===== config.mk =====
export PLATFORM = sky130hd
export DESIGN_NAME = gen_fifo_responder_flat
export DESIGN_NICKNAME = d
export VERILOG_FILES = /design/src/rtl/gen_proto_pkg.sv /design/src/rtl/gen_fifo_responder_if.sv /design/src/rtl/gen_tuple_fifo.sv /design/src/rtl/gen_fifo_responder.sv /design/src/flat_wrapper.sv
export SDC_FILE = /design/constraint.sdc
export NUM_CORES = 1
export LEC_CHECK = 0
export CAP_MARGIN = 20
export CORE_ASPECT_RATIO = 2
export CORE_MARGIN = 5
export CORE_UTILIZATION = 25
export CTS_CLUSTER_SIZE = 25
export DETAILED_ROUTE_END_ITERATION = 8
export PLACE_DENSITY = 0.49
export REMOVE_ABC_BUFFERS = 1
export SETUP_SLACK_MARGIN = 0.4
export SYNTH_ARGS = -nofsm -noshare
export SYNTH_HDL_FRONTEND = slang
export SYNTH_SLANG_ARGS = --single-unit

===== constraint.sdc =====
create_clock -name _clock -period 6.6 [get_ports _clock]
set_input_delay 0.66 -clock _clock [delete_from_list [all_inputs] [get_ports _clock]]
set_output_delay 0.66 -clock _clock [all_outputs]
set_load 0.02 [all_outputs]

===== src/rtl/gen_proto_pkg.sv =====
// Shared types for the caller/generator handshake: FSM states and the tuple record
// that generator-style responders emit.
package gen_proto_pkg;

  localparam int GEN_WIDTH = 32;
  localparam int GEN_DEPTH = 8;

  typedef enum logic {
    GEN_DONE = 1'b0,
    GEN_EMIT = 1'b1
  } gen_state_e;

  typedef struct packed {
    logic                        last;
    logic signed [GEN_WIDTH-1:0] d1;
    logic signed [GEN_WIDTH-1:0] d0;
  } gen_tuple_t;

endpackage


===== src/rtl/gen_fifo_responder_if.sv =====
// Generator-side handshake plus the tuple load port of gen_fifo_responder.
// master = caller/loader, slave = responder.
interface gen_fifo_responder_if
  import gen_proto_pkg::*;
#(
  parameter int WIDTH = GEN_WIDTH,
  parameter int DEPTH = GEN_DEPTH
);

  localparam int LW = $clog2(DEPTH + 1);

  logic                    _start;
  logic                    _ready;
  logic                    _valid;
  logic                    _done;
  logic signed [WIDTH-1:0] _out0;
  logic signed [WIDTH-1:0] _out1;

  logic                    wr_valid;
  logic                    wr_ready;
  logic signed [WIDTH-1:0] wr_data0;
  logic signed [WIDTH-1:0] wr_data1;
  logic                    wr_last;
  logic [LW-1:0]           level;

  modport master (
    output _start, _ready, wr_valid, wr_data0, wr_data1, wr_last,
    input  _valid, _done, _out0, _out1, wr_ready, level
  );

  modport slave (
    input  _start, _ready, wr_valid, wr_data0, wr_data1, wr_last,
    output _valid, _done, _out0, _out1, wr_ready, level
  );

endinterface


===== src/rtl/gen_tuple_fifo.sv =====
// Synchronous-write FIFO of {last, d1, d0} entries with registered pointers,
// full/empty flags and an occupancy count. Head entry is presented combinationally.
module gen_tuple_fifo #(
  parameter  int WIDTH = 32,
  parameter  int DEPTH = 8,
  localparam int EW    = 2 * WIDTH + 1,
  localparam int PW    = $clog2(DEPTH),
  localparam int LW    = $clog2(DEPTH + 1)
) (
  input  logic          _clock,
  input  logic          _reset,
  input  logic          wr_en,
  input  logic [EW-1:0] wr_data,
  input  logic          rd_en,
  output logic [EW-1:0] rd_data,
  output logic          full,
  output logic          empty,
  output logic [LW-1:0] level
);

  logic [EW-1:0] mem [DEPTH];
  logic [PW-1:0] wr_ptr;
  logic [PW-1:0] rd_ptr;
  logic [LW-1:0] level_q;
  logic          wr_ok;
  logic          rd_ok;

  assign full    = (level_q == LW'(DEPTH));
  assign empty   = (level_q == '0);
  assign wr_ok   = wr_en && !full;
  assign rd_ok   = rd_en && !empty;
  assign rd_data = mem[rd_ptr];
  assign level   = level_q;

  // NOTE: storage has no reset; only pointers/level define what is valid, so
  // clearing the array would just add reset fan-out.
  always_ff @(posedge _clock) begin
    if (wr_ok) mem[wr_ptr] <= wr_data;
  end

  // NOTE: all sequential state uses non-blocking assignments so every register
  // samples pre-edge values regardless of statement order.
  always_ff @(posedge _clock or posedge _reset) begin
    if (_reset) begin
      wr_ptr  <= '0;
      rd_ptr  <= '0;
      level_q <= '0;
    end else begin
      if (wr_ok) wr_ptr <= wr_ptr + 1'b1;
      if (rd_ok) rd_ptr <= rd_ptr + 1'b1;
      case ({wr_ok, rd_ok})
        2'b10:   level_q <= level_q + 1'b1;
        2'b01:   level_q <= level_q - 1'b1;
        default: level_q <= level_q;
      endcase
    end
  end

endmodule


===== src/rtl/gen_fifo_responder.sv =====
// Buffer-backed generator responder: replays preloaded 2-tuples over the
// _start/_ready/_valid/_done handshake, one stream per _start.
module gen_fifo_responder
  import gen_proto_pkg::*;
#(
  parameter int WIDTH = GEN_WIDTH,
  parameter int DEPTH = GEN_DEPTH
) (
  input  logic                  _clock,
  input  logic                  _reset,
  gen_fifo_responder_if.slave   bus
);

  localparam int LW = $clog2(DEPTH + 1);

  typedef struct packed {
    logic                    last;
    logic signed [WIDTH-1:0] d1;
    logic signed [WIDTH-1:0] d0;
  } entry_t;

  gen_state_e    state;
  entry_t        wr_entry;
  entry_t        head;
  entry_t        out_q;
  logic          valid_q;
  logic          fifo_full;
  logic          fifo_empty;
  logic [LW-1:0] fifo_level;
  logic          handshake;
  logic          push;
  logic          pop;

  assign wr_entry  = {bus.wr_last, bus.wr_data1, bus.wr_data0};
  assign handshake = bus._ready && valid_q;
  assign push      = bus.wr_valid && !fifo_full;
  // A last-tuple handshake ends the stream, so nothing behind it is pulled in.
  assign pop       = (state == GEN_EMIT) && !bus._start && !fifo_empty &&
                     (!valid_q || (handshake && !out_q.last));

  gen_tuple_fifo #(
    .WIDTH (WIDTH),
    .DEPTH (DEPTH)
  ) u_fifo (
    ._clock  (_clock),
    ._reset  (_reset),
    .wr_en   (push),
    .wr_data (wr_entry),
    .rd_en   (pop),
    .rd_data (head),
    .full    (fifo_full),
    .empty   (fifo_empty),
    .level   (fifo_level)
  );

  always_ff @(posedge _clock or posedge _reset) begin
    if (_reset) begin
      state   <= GEN_DONE;
      valid_q <= 1'b0;
      out_q   <= '0;
    end else begin
      case (state)
        GEN_DONE: begin
          if (bus._start) state <= GEN_EMIT;
        end
        GEN_EMIT: begin
          if (bus._start) begin
            // Restart: drop the held tuple, leave the buffer alone.
            valid_q <= 1'b0;
          end else if (handshake && out_q.last) begin
            state   <= GEN_DONE;
            valid_q <= 1'b0;
          end else if (!valid_q || handshake) begin
            valid_q <= pop;
            if (pop) out_q <= head;
          end
        end
        default: state <= GEN_DONE;
      endcase
    end
  end

  assign bus._valid   = valid_q;
  assign bus._done    = (state == GEN_DONE);
  assign bus._out0    = out_q.d0;
  assign bus._out1    = out_q.d1;
  assign bus.wr_ready = !fifo_full;
  assign bus.level    = fifo_level;

endmodule

===== src/flat_wrapper.sv =====
// flat-port wrapper written by rule: the top's interface ports become plain ports
module gen_fifo_responder_flat import gen_proto_pkg::*;
#(
  parameter int WIDTH = GEN_WIDTH,
  parameter int DEPTH = GEN_DEPTH
)
  (_clock, _reset, bus__start, bus__ready, bus_wr_valid, bus_wr_data0, bus_wr_data1, bus_wr_last, bus__valid, bus__done, bus__out0, bus__out1, bus_wr_ready, bus_level);
  gen_fifo_responder_if #(.WIDTH(WIDTH), .DEPTH(DEPTH)) bus_i ();
  input  logic _clock;
  input  logic _reset;
  input wire logic [$bits(bus_i._start)-1:0] bus__start;
  input wire logic [$bits(bus_i._ready)-1:0] bus__ready;
  input wire logic [$bits(bus_i.wr_valid)-1:0] bus_wr_valid;
  input wire logic [$bits(bus_i.wr_data0)-1:0] bus_wr_data0;
  input wire logic [$bits(bus_i.wr_data1)-1:0] bus_wr_data1;
  input wire logic [$bits(bus_i.wr_last)-1:0] bus_wr_last;
  output wire logic [$bits(bus_i._valid)-1:0] bus__valid;
  output wire logic [$bits(bus_i._done)-1:0] bus__done;
  output wire logic [$bits(bus_i._out0)-1:0] bus__out0;
  output wire logic [$bits(bus_i._out1)-1:0] bus__out1;
  output wire logic [$bits(bus_i.wr_ready)-1:0] bus_wr_ready;
  output wire logic [$bits(bus_i.level)-1:0] bus_level;
  assign bus_i._start = bus__start;
  assign bus_i._ready = bus__ready;
  assign bus_i.wr_valid = bus_wr_valid;
  assign bus_i.wr_data0 = bus_wr_data0;
  assign bus_i.wr_data1 = bus_wr_data1;
  assign bus_i.wr_last = bus_wr_last;
  assign bus__valid = bus_i._valid;
  assign bus__done = bus_i._done;
  assign bus__out0 = bus_i._out0;
  assign bus__out1 = bus_i._out1;
  assign bus_wr_ready = bus_i.wr_ready;
  assign bus_level = bus_i.level;
  gen_fifo_responder #(.WIDTH(WIDTH), .DEPTH(DEPTH)) u_core (._clock(_clock), ._reset(_reset), .bus(bus_i));
endmodule

==> impl_metrics.py <==
metrics = {
    "critical_path": {
        "crit_chain": "or4b_2, clkdlybuf4s50_1",
        "worstSetupPathType": "flop to output port",
        "worst-path-stages": 2,
        "crit_path_end": "bus_wr_ready",
        "path_max_fanout": 8,
        "cp_top_family": "simple AND/OR/NAND/NOR gates",
        "cp-startpoint": "u_core.u_fifo.level[0]",
        "end_kind": "output port",
        "required_ns": 5.94,
        "critical_path_arrival_ns": 2.47,
        "ff2ff_setup_slack_ns": 3.52,
        "r2r_start": "u_core.u_fifo.level[0]",
        "worstRegToRegCells": 4,
        "critPathLaunchType": "flop",
        "cpPeakStageDelay_ns": 0.77,
        "cp_slowest_cell": "or4b_2",
        "worst-path-buf-inv": 1,
        "r2r_end": "u_core.u_fifo.mem[3][26]",
    },
    "sta": {
        "rsz0062_at_grt": "false",
        "period_needed_ns": 3.13,
        "finalClockSkew_ns": 0.0514,
        "tns_ns": 0,
        "max_freq_ghz": 0.320,
        "fin_crit_sh_pct": 47.4,
        "finalMaxSlewViolations": 0,
        "worst_slew_pin_slew_ns": 1.03,
        "max-slew-margin-rel_pct": 31.0,
        "finalHoldViolations": 0,
        "final-setup-viol-count": 0,
    },
    "global_routing": {
        "grt_overflow_total": 0,
        "grt_pass1_wl_um": 77000,
        "antenna_found_initial": 6,
        "grt.total_usage_pct": 10.4,
        "grt_max_degree": 87,
        "grt_pass1_vias": 11300,
    },
    "outcome": {
        "status": "complete, no violations",
    },
    "clock_tree": {
        "cts_sinks": 597,
        "cts.reportedPaths.clkPinSlew_ns": 0.07,
        "cts_tree": "done",
        "post_cts_buffers": 0,
        "insertion_delay_ns": 0.63,
        "holdBufCountCts": 0,
        "cts.path.max_buffers": 3,
        "ctsHtreeMaxLevel": 2,
        "cts-resized-gates": 0,
        "cts_root_buffer": "clkbuf_16",
        "cts_buffers": 54,
    },
    "synthesis": {
        "synth_warnings": 0,
        "synth_compound_area_share_pct": 1.70,
        "synth-simple-area-share_pct": 1.68,
        "seq_area_frac_synth_pct": 77.0,
        "syn_avg_cell_area_um2": 20.9,
        "synth_cell_types": 27,
        "synth_xor_area_share_pct": 0.308,
        "synth_top_family_by_area": "multiplexers",
        "muxShareOfSynthArea_pct": 15.9,
        "netlist_area_um2": 22800,
        "ys_ff_latch": 597,
        "syn_inst": 1090,
        "synth_fa_ha_area_share_pct": 0.275,
    },
    "die": {
        "die_h_um": 437,
        "core.rowCount": 156,
        "core-area_um2": 90400,
        "die_w_um": 223,
        "initial_core_util_pct": 25.2,
        "pin_count": 141,
        "die-area_um2": 97600,
    },
    "hold_path": {
        "hp-class": "input port to async pin",
    },
    "detailed_routing": {
        "wirelength_um": 51400,
        "drc": 0,
        "via_count": 10200,
        "viasPerCell": 4.19,
        "drt_iter0_drc": 508,
        "wire_per_inst_um": 21.2,
        "ant_nets": 0,
        "drt-pass1-iter-count": 4,
    },
    "cells_and_area": {
        "postLayoutCellArea_um2": 27200,
        "syn_to_final_growth_pct": 19.2,
        "nets": 1266,
        "final_util_pct": 30.0,
        "drive_above_1_share_pct": 21.1,
    },
    "placement": {
        "portBuffers": 140,
        "dpl_cell_area_um2": 25200,
        "dp_hpwl_um": 30500,
        "gp_congestion": 0.689,
    },
    "pwr": {
        "powerDensity_nw_per_um2": 447,
        "p_leak_nw": 8.77,
        "peakVddDrop_mv": 0.232,
        "p_total_mw": 12.1,
    },
    "flow_run": {
        "cap_violations": 0,
    },
}
==> layout make-up <==
| cell class | instances | area, µm² |
|---|---|---|
| Fill cell | 8726 | 63200 |
| Sequential cell | 597 | 17600 |
| Multi-Input combinational cell | 375 | 4580 |
| Timing Repair Buffer | 161 | 1600 |
| Tap cell | 1185 | 1480 |
| Clock buffer | 65 | 1430 |
| Clock inverter | 36 | 475 |
| Antenna cell | 5 | 12.5 |
| Inverter | 2 | 10.0 |
==> logic make-up (layout without fill, tap and decap cells) <==
| kind of cell | count (synthesis) | count (layout) |
|---|---|---|
| AO/OA/AOI/OAI | 72 | 72 |
| XOR/XNOR | 8 | 8 |
| adder cells (fa/ha/maj) | 5 | 5 |
| buffers and inverters | 118 | 264 |
| flip-flops | 597 | 597 |
| multiplexers | 199 | 199 |
| other | 0 | 5 |
| AND/OR/NAND/NOR | 91 | 91 |
==> Yosys cell counts <==
cell         n  area share [%]
edfxtp_1   520              69
a21o_1       2           0.066
or2_2        1           0.027
a21oi_1     67             1.5
nor3_1       2           0.044
nand2_1      5           0.082
xor2_1       5            0.19
nor4_1       1           0.027
mux2_2       3            0.15
nand3_1      3           0.066
inv_1        2           0.033
dfrtp_1     77             8.5
nor4bb_1     2           0.088
or4b_2       1           0.044
buf_4       64             2.1
nor2_1      72             1.2
a2111oi_4    1            0.12
nand2b_1     3           0.082
ha_1         5            0.27
clkbuf_1    19            0.31
mux2i_1     66             2.9
o21ai_0      2           0.044
mux4_2     130              13
xnor2_1      3            0.12
buf_2       23            0.51
nand3b_1     1           0.033
buf_1       10            0.16
==> placed cells by master, fill, tap and decap left out, types with 3 or more instances in the layout <==
cell type and n:
nand3_1 3, mux2_2 3, xnor2_1 3, nor2_4 6, mux2i_1 66, xor2_1 5, dfrtp_4 3, clkbuf_1 7
nand2_1 5, diode_2 5, dfrtp_1 74, nor2_1 66, inv_6 5, bufinv_16 9, nand2b_1 3, buf_4 18
clkbuf_8 4, edfxtp_1 520, clkinvlp_4 3, clkinv_2 13, mux4_2 130, a21oi_1 67, clkbuf_16 54, clkdlybuf4s50_1 140
ha_1 5
==> worst min path at each step <==
stage / start / end
floorplan: u_core.state / u_core.state
global placement: u_core.state / u_core.state
detailed placement: u_core.state / u_core.state
CTS: _reset / u_core.bus._out1[26]
global route: _reset / u_core.bus._out1[26]
finish: _reset / u_core.bus._out1[26]
==> through the flow <==
step                      worst slack, ns  std cells  hold WS (ns)
final                                3.47       2426         0.381
after floorplan                     0.320        974         0.465
after global routing                 3.25       2423         0.387
after CTS                            3.40       2421         0.355
after global placement               3.01       2318         0.475
after detailed placement             2.98       2320         0.489
==> routing by layer <==
layer | track usage, % | wire length, µm
met5 | 0 | 0
met4 | 3.39 | 1250
met3 | 1.86 | 1980
met2 | 19.1 | 27700
met1 | 12.3 | 20500
==> sequential cells by signal, summed over array words and instances (netlist names) <==
signal                count
u_core.bus._out0         32
u_core.bus._out1         32
u_core.bus._valid         1
u_core.out_q              1
u_core.state              1
u_core.u_fifo.level       4
u_core.u_fifo.mem       520
u_core.u_fifo.rd_ptr      3
u_core.u_fifo.wr_ptr      3
==> report_power, final <==
group / leakage, nW / internal (mW) / switching, mW / total (mW)
clock: 0.935 / 1.92 / 1.44 / 3.36
sequential: 5.57 / 4.85 / 0.481 / 5.33
combinational: 2.26 / 1.63 / 1.81 / 3.44
total: 8.77 / 8.41 / 3.73 / 12.1
Power figures use the tool's default switching activity.
==> RTL edit 1, RTL diff (config.mk and constraints unchanged) <==
Change the package constant `GEN_DEPTH` from 8 to 16.
--- a/src/rtl/gen_proto_pkg.sv
+++ b/src/rtl/gen_proto_pkg.sv
@@ -3,7 +3,7 @@
 package gen_proto_pkg;
 
   localparam int GEN_WIDTH = 32;
-  localparam int GEN_DEPTH = 8;
+  localparam int GEN_DEPTH = 16;
 
   typedef enum logic {
     GEN_DONE = 1'b0,
Ports: changed (resized bus_level); port bits go from 141 to 142. The function was not compared with the original's and may differ.
==> RTL edit 1 against the unedited design <==
Hold slack improved by 0.067 ns; area after synthesis rose by 91%; via count is 96% higher; critical path type is now flop to flop; design area rose by 86%; clock skew fell by 0.012 ns; routed wire length up 110%; non-clock buffer count is 26 higher; final cell count rose by 89%; critical endpoint is now u_core.u_fifo.mem[13][32]$_DFFE_PP_; core utilization shrank 0.91 points; largest power group unchanged; worst setup slack lost 0.67 ns; count of clock-buffer cells in the layout rose by 65; synthesized cell count rose by 94%; sequential cell count up 523; total power grew 74%.
==> RTL edit 1: results (changes against the unedited design) <==
Yosys
  – Post-synthesis mux area share: 14.6% (was 15.9%)
  – Most common library cells after synthesis: 1040 x edfxtp_1, 195 x mux2i_1, 195 x mux4_2, 89 x buf_4, 80 x dfrtp_1 (was 520 x edfxtp_1, 130 x mux4_2, 77 x dfrtp_1, 72 x nor2_1, 67 x a21oi_1)
  – XOR/XNOR Fraction of Synth Area: 0.221% (was 0.308%)
  – Compound-cell area share of the yosys netlist: 3.78% (was 1.70%)
  – Synth warn: 0 (unchanged)
  – EDFF count, synth: 1040 (was 520)
  – Post-synthesis adder-cell area fraction: 0.258% (was 0.275%)
  – Post-synth cell types: 39 (was 27)
  – Sequential area share after synthesis: 76.3% (was 77.0%)
  – Cell count after synthesis: 2112 (was 1090)
  – Asr flop ratio synth: 7.14% (was 12.9%)
  – Largest cells by area after synthesis: edfxtp_1 72%, mux4_2 10%, dfrtp_1 4.6%, mux2i_1 4.5%, buf_4 1.5% (was edfxtp_1 69%, mux4_2 13%, dfrtp_1 8.5%, mux2i_1 2.9%, buf_4 2.1%)

Place
  – Post-DP Area: 47300 um^2 (was 25200 um^2)
  – Placer Congestion: 0.734 (was 0.689)
  – Place WS: 2.33 ns (was 2.98 ns)
  – Dpl cells: 4400 (was 2320)
  – Post-DP HPWL: 63900 um (was 30500 um)
  – PortBufs: 141 (was 140)

Global routing
  – Largest net degree at the start of global routing: 115 (was 87)
  – Met2 Resource Use GR: 22.1% (was 19.1%)
  – First-pass GRT wire length: 157000 um (was 77000 um)
  – Initial antenna violation count: 13 (was 6)
  – Routing usage on met1: 13.0% (was 12.3%)
  – Gr usage total: 11.5% (was 10.4%)
  – Vias in the first global route: 22200 (was 11300)
  – GR Util met3: 2.06% (was 1.86%)

Setup path
  – Crit-path max cell delay: 0.90 ns (was 0.77 ns)
  – Slowest-stage cell, CP: nor2_4 (was or4b_2)
  – Worst EP arrival: 4.07 ns (was 2.47 ns)
  – Critical-path maximum fanout: 37 (was 8)

Routing
  – Via/cell ratio: 4.34 (was 4.19)
  – TritonRoute pass-1 iters: 6 (was 4)
  – Via count: 19900 (was 10200)
  – Drt wl/cell: 23.4 um (was 21.2 um)
  – M1 WL: 41300 um (was 20500 um)
  – Met2 WL post-DR: 59700 um (was 27700 um)
  – Metal3 WL: 4150 um (was 1980 um)
  – DRT iter0 DRCs: 1220 (was 508)
  – Max Used Layer: met5 (was met4)

Clock network
  – Worst skew pair latency: 0.68 ns (was 0.63 ns)
  – Max H-tree Level: 3 (was 2)
  – Post-CTS setup buffer count: 0 (unchanged)
  – Total CTS buffers: 95 (was 54)

Cells and area
  – Share of cells above drive strength 1: 17.8% (was 21.1%)
  – Most flops, register: u_core.u_fifo.mem (unchanged)
  – Max reg flops: 1040 (was 520)
  – Nets@finish: 2289 (was 1266)

Outcome
  – Status: finished, final reports clean (unchanged)

Timing
  – Post-Route Skew: 0.0396 ns (was 0.0514 ns)
  – Final setup violation count: 0 (unchanged)
  – Worst slew pin tran: 1.12 ns (was 1.03 ns)

Power
  – Static Leak: 0.0161 uW (was 0.00877 uW)
  – Peak VDD IR: 0.253 mV (was 0.232 mV)
==> RTL edit 1: cell count changes after synthesis, sizes merged, moves of 5 or more <==
cell    before   now
edfxtp     520  1040
mux2i       66   195
nand2        5    79
nor2b        0    66
a22o         0    65
mux4       130   195
o22ai        0    65
o31a         0    65
a21oi       67     3
nor2        72    14
buf         97   145
clkbuf      19    41
inv          2     8
xnor2        3     8
==> RTL edit 1: power breakdown <==
group	switching (uW)	internal, uW
registers	613	8670
logic	3360	2710
clock network	2580	3120
==> RTL edit 1: cell type report <==
type / count / area [um^2]
inverters: 8 / 37.5
well taps: 2289 / 2860
fillers: 16800 / 123000
multi-input cells: 798 / 9230
clock buffers: 130 / 2610
repair buffers: 187 / 1920
clock inverters: 49 / 547
flip-flops and latches: 1120 / 33200
diodes: 6 / 15.0
==> RTL edit 1: final timing paths <==
path	cells past startpoint	startpoint	slack (ns)	end
max	5	u_core.u_fifo.level[1]$_DFFE_PP0P_	2.81	u_core.u_fifo.mem[13][32]$_DFFE_PP_
min	2	_reset	0.45	u_core.bus._out0[5]$_DFFE_PP0P_
max reg2reg	5	u_core.u_fifo.level[1]$_DFFE_PP0P_	2.81	u_core.u_fifo.mem[13][32]$_DFFE_PP_
min reg2reg	1	u_core.bus._out1[23]$_DFFE_PP0P_	0.51	u_core.bus._out1[23]$_DFFE_PP0P_
max in group asynchronous	3	_reset	5.02	u_core.bus._out0[3]$_DFFE_PP0P_
min in group _clock	1	u_core.bus._out1[23]$_DFFE_PP0P_	0.51	u_core.bus._out1[23]$_DFFE_PP0P_
==> RTL edit 1: kinds of logic (layout without fill, tap and decap cells) <==
group,after synthesis,after routing
compound gates,211,211
xor+xnor,11,11
fa+ha+maj,9,9
buf+inv,194,374
flops,1120,1120
mux,391,391
other cells,0,6
simple gates,176,176
==> RTL edit 2, RTL diff (same settings) <==
Without the edit above. Make the reset (`_reset`) synchronous in 2 clocked blocks.
--- a/src/rtl/gen_tuple_fifo.sv
+++ b/src/rtl/gen_tuple_fifo.sv
@@ -40,7 +40,7 @@
 
   // NOTE: all sequential state uses non-blocking assignments so every register
   // samples pre-edge values regardless of statement order.
-  always_ff @(posedge _clock or posedge _reset) begin
+  always_ff @(posedge _clock) begin
     if (_reset) begin
       wr_ptr  <= '0;
       rd_ptr  <= '0;
--- a/src/rtl/gen_fifo_responder.sv
+++ b/src/rtl/gen_fifo_responder.sv
@@ -53,7 +53,7 @@
     .level   (fifo_level)
   );
 
-  always_ff @(posedge _clock or posedge _reset) begin
+  always_ff @(posedge _clock) begin
     if (_reset) begin
       state   <= GEN_DONE;
       valid_q <= 1'b0;
Formal check against the unedited RTL: differs if _reset is asserted again (counterexample within 4 cycles, from zero or initial values and one cycle with _reset high); with _reset held inactive, the same outputs for 4 cycles.
==> RTL edit 2 against the unedited design <==
Sequential cell count unchanged; worst setup slack improved by 0.070 ns; via count increased by 1.7%; routed wire length decreased by 0.40%; core utilization decreased by 0.27 points; count of clock-buffer cells in the layout increased by 7; area after synthesis decreased by 0.34%; design area decreased by 0.89%; synthesized cell count increased by 2.2%; largest cell class unchanged; final cell count increased by 0.37%.
Power is not compared: it rests on default switching activity, and its combinational part moved more than twofold at a synthesized area within 25%.
==> RTL edit 2: results (changes against the unedited design) <==
Yosys
  – Most common library cells after synthesis: 520 x edfxtp_1, 130 x mux4_2, 79 x nor2_1, 77 x dfxtp_1, 67 x mux2i_1 (was 520 x edfxtp_1, 130 x mux4_2, 77 x dfrtp_1, 72 x nor2_1, 67 x a21oi_1)
  – Post-synth cell types: 31 (was 27)
  – XOR/XNOR Fraction of Synth Area: 0.231% (was 0.308%)
  – Compound-cell area share of the yosys netlist: 2.58% (was 1.70%)

Routing
  – Metal3 WL: 2340 um (was 1980 um)
  – Via/cell ratio: 4.25 (was 4.19)
  – TritonRoute pass-1 iters: 5 (was 4)
  – Via count: 10300 (was 10200)
  – M1 WL: 20200 um (was 20500 um)
  – Met2 WL post-DR: 27400 um (was 27700 um)

Global routing
  – Largest net degree at the start of global routing: 85 (was 87)
  – GR Util met3: 2.20% (was 1.86%)
  – Initial antenna violation count: 7 (was 6)
  – Vias in the first global route: 11500 (was 11300)

Setup path
  – Critical Path Start: u_core.u_fifo.level[1]$_SDFFE_PP0P_ (was u_core.u_fifo.level[0]$_DFFE_PP0P_)
  – Slowest-stage cell, CP: nor2_4 (was or4b_2)
  – Setup slack, reg-to-reg: 3.54 ns (was 3.52 ns)
  – Worst EP arrival: 3.30 ns (was 2.47 ns)

Timing
  – Post-Route Skew: 0.0483 ns (was 0.0514 ns)

Place
  – Dpl cells: 2334 (was 2320)
  – Place WS: 2.99 ns (was 2.98 ns)
  – Placer Congestion: 0.690 (was 0.689)
  – Post-DP HPWL: 29600 um (was 30500 um)

Cells and area
  – Final non-clock buffer share: 5.91% (about the same)
  – Clk cell area share: 6.99% (was 7.03%)
  – Share of cells above drive strength 1: 19.8% (was 21.1%)
  – Non-clk invs: 1 (was 2)
  – Register fraction of the total cell area: 63.8% (was 64.6%)
  – FILL cells: 8788 (was 8726)
  – Seq cells: 597 (unchanged)

Outcome
  – Status: finished, final reports clean (unchanged)

Die
  – Die Area: 97300 um^2 (was 97600 um^2)
==> RTL edit 2: changes by cell type after synthesis, sizes merged, moves of 7 or more <==
| cell | delta |
|---|---|
| dfrtp | -77 |
| dfxtp | +77 |
| a211oi | +65 |
| a21oi | -61 |
| clkbuf | +9 |
| nor2 | +7 |
==> RTL edit 2: worst min path at each step <==
stage | from | end | slack (ns) | depth (start not counted)
after detailed placement | u_core.bus._out1[14]$_SDFFE_PP0P_ | u_core.bus._out1[14]$_SDFFE_PP0P_ | 0.49 | 2
after global placement | u_core.bus._out0[9]$_SDFFE_PP0P_ | u_core.bus._out0[9]$_SDFFE_PP0P_ | 0.49 | 2
after global routing | _reset | u_core.bus._out1[25]$_SDFFE_PP0P_ | 0.30 | 2
after floorplan | u_core.state$_SDFF_PP0_ | u_core.state$_SDFF_PP0_ | 0.47 | 2
after CTS | _reset | u_core.bus._out0[30]$_SDFFE_PP0P_ | 0.25 | 2
final | _reset | u_core.bus._out0[30]$_SDFFE_PP0P_ | 0.31 | 2
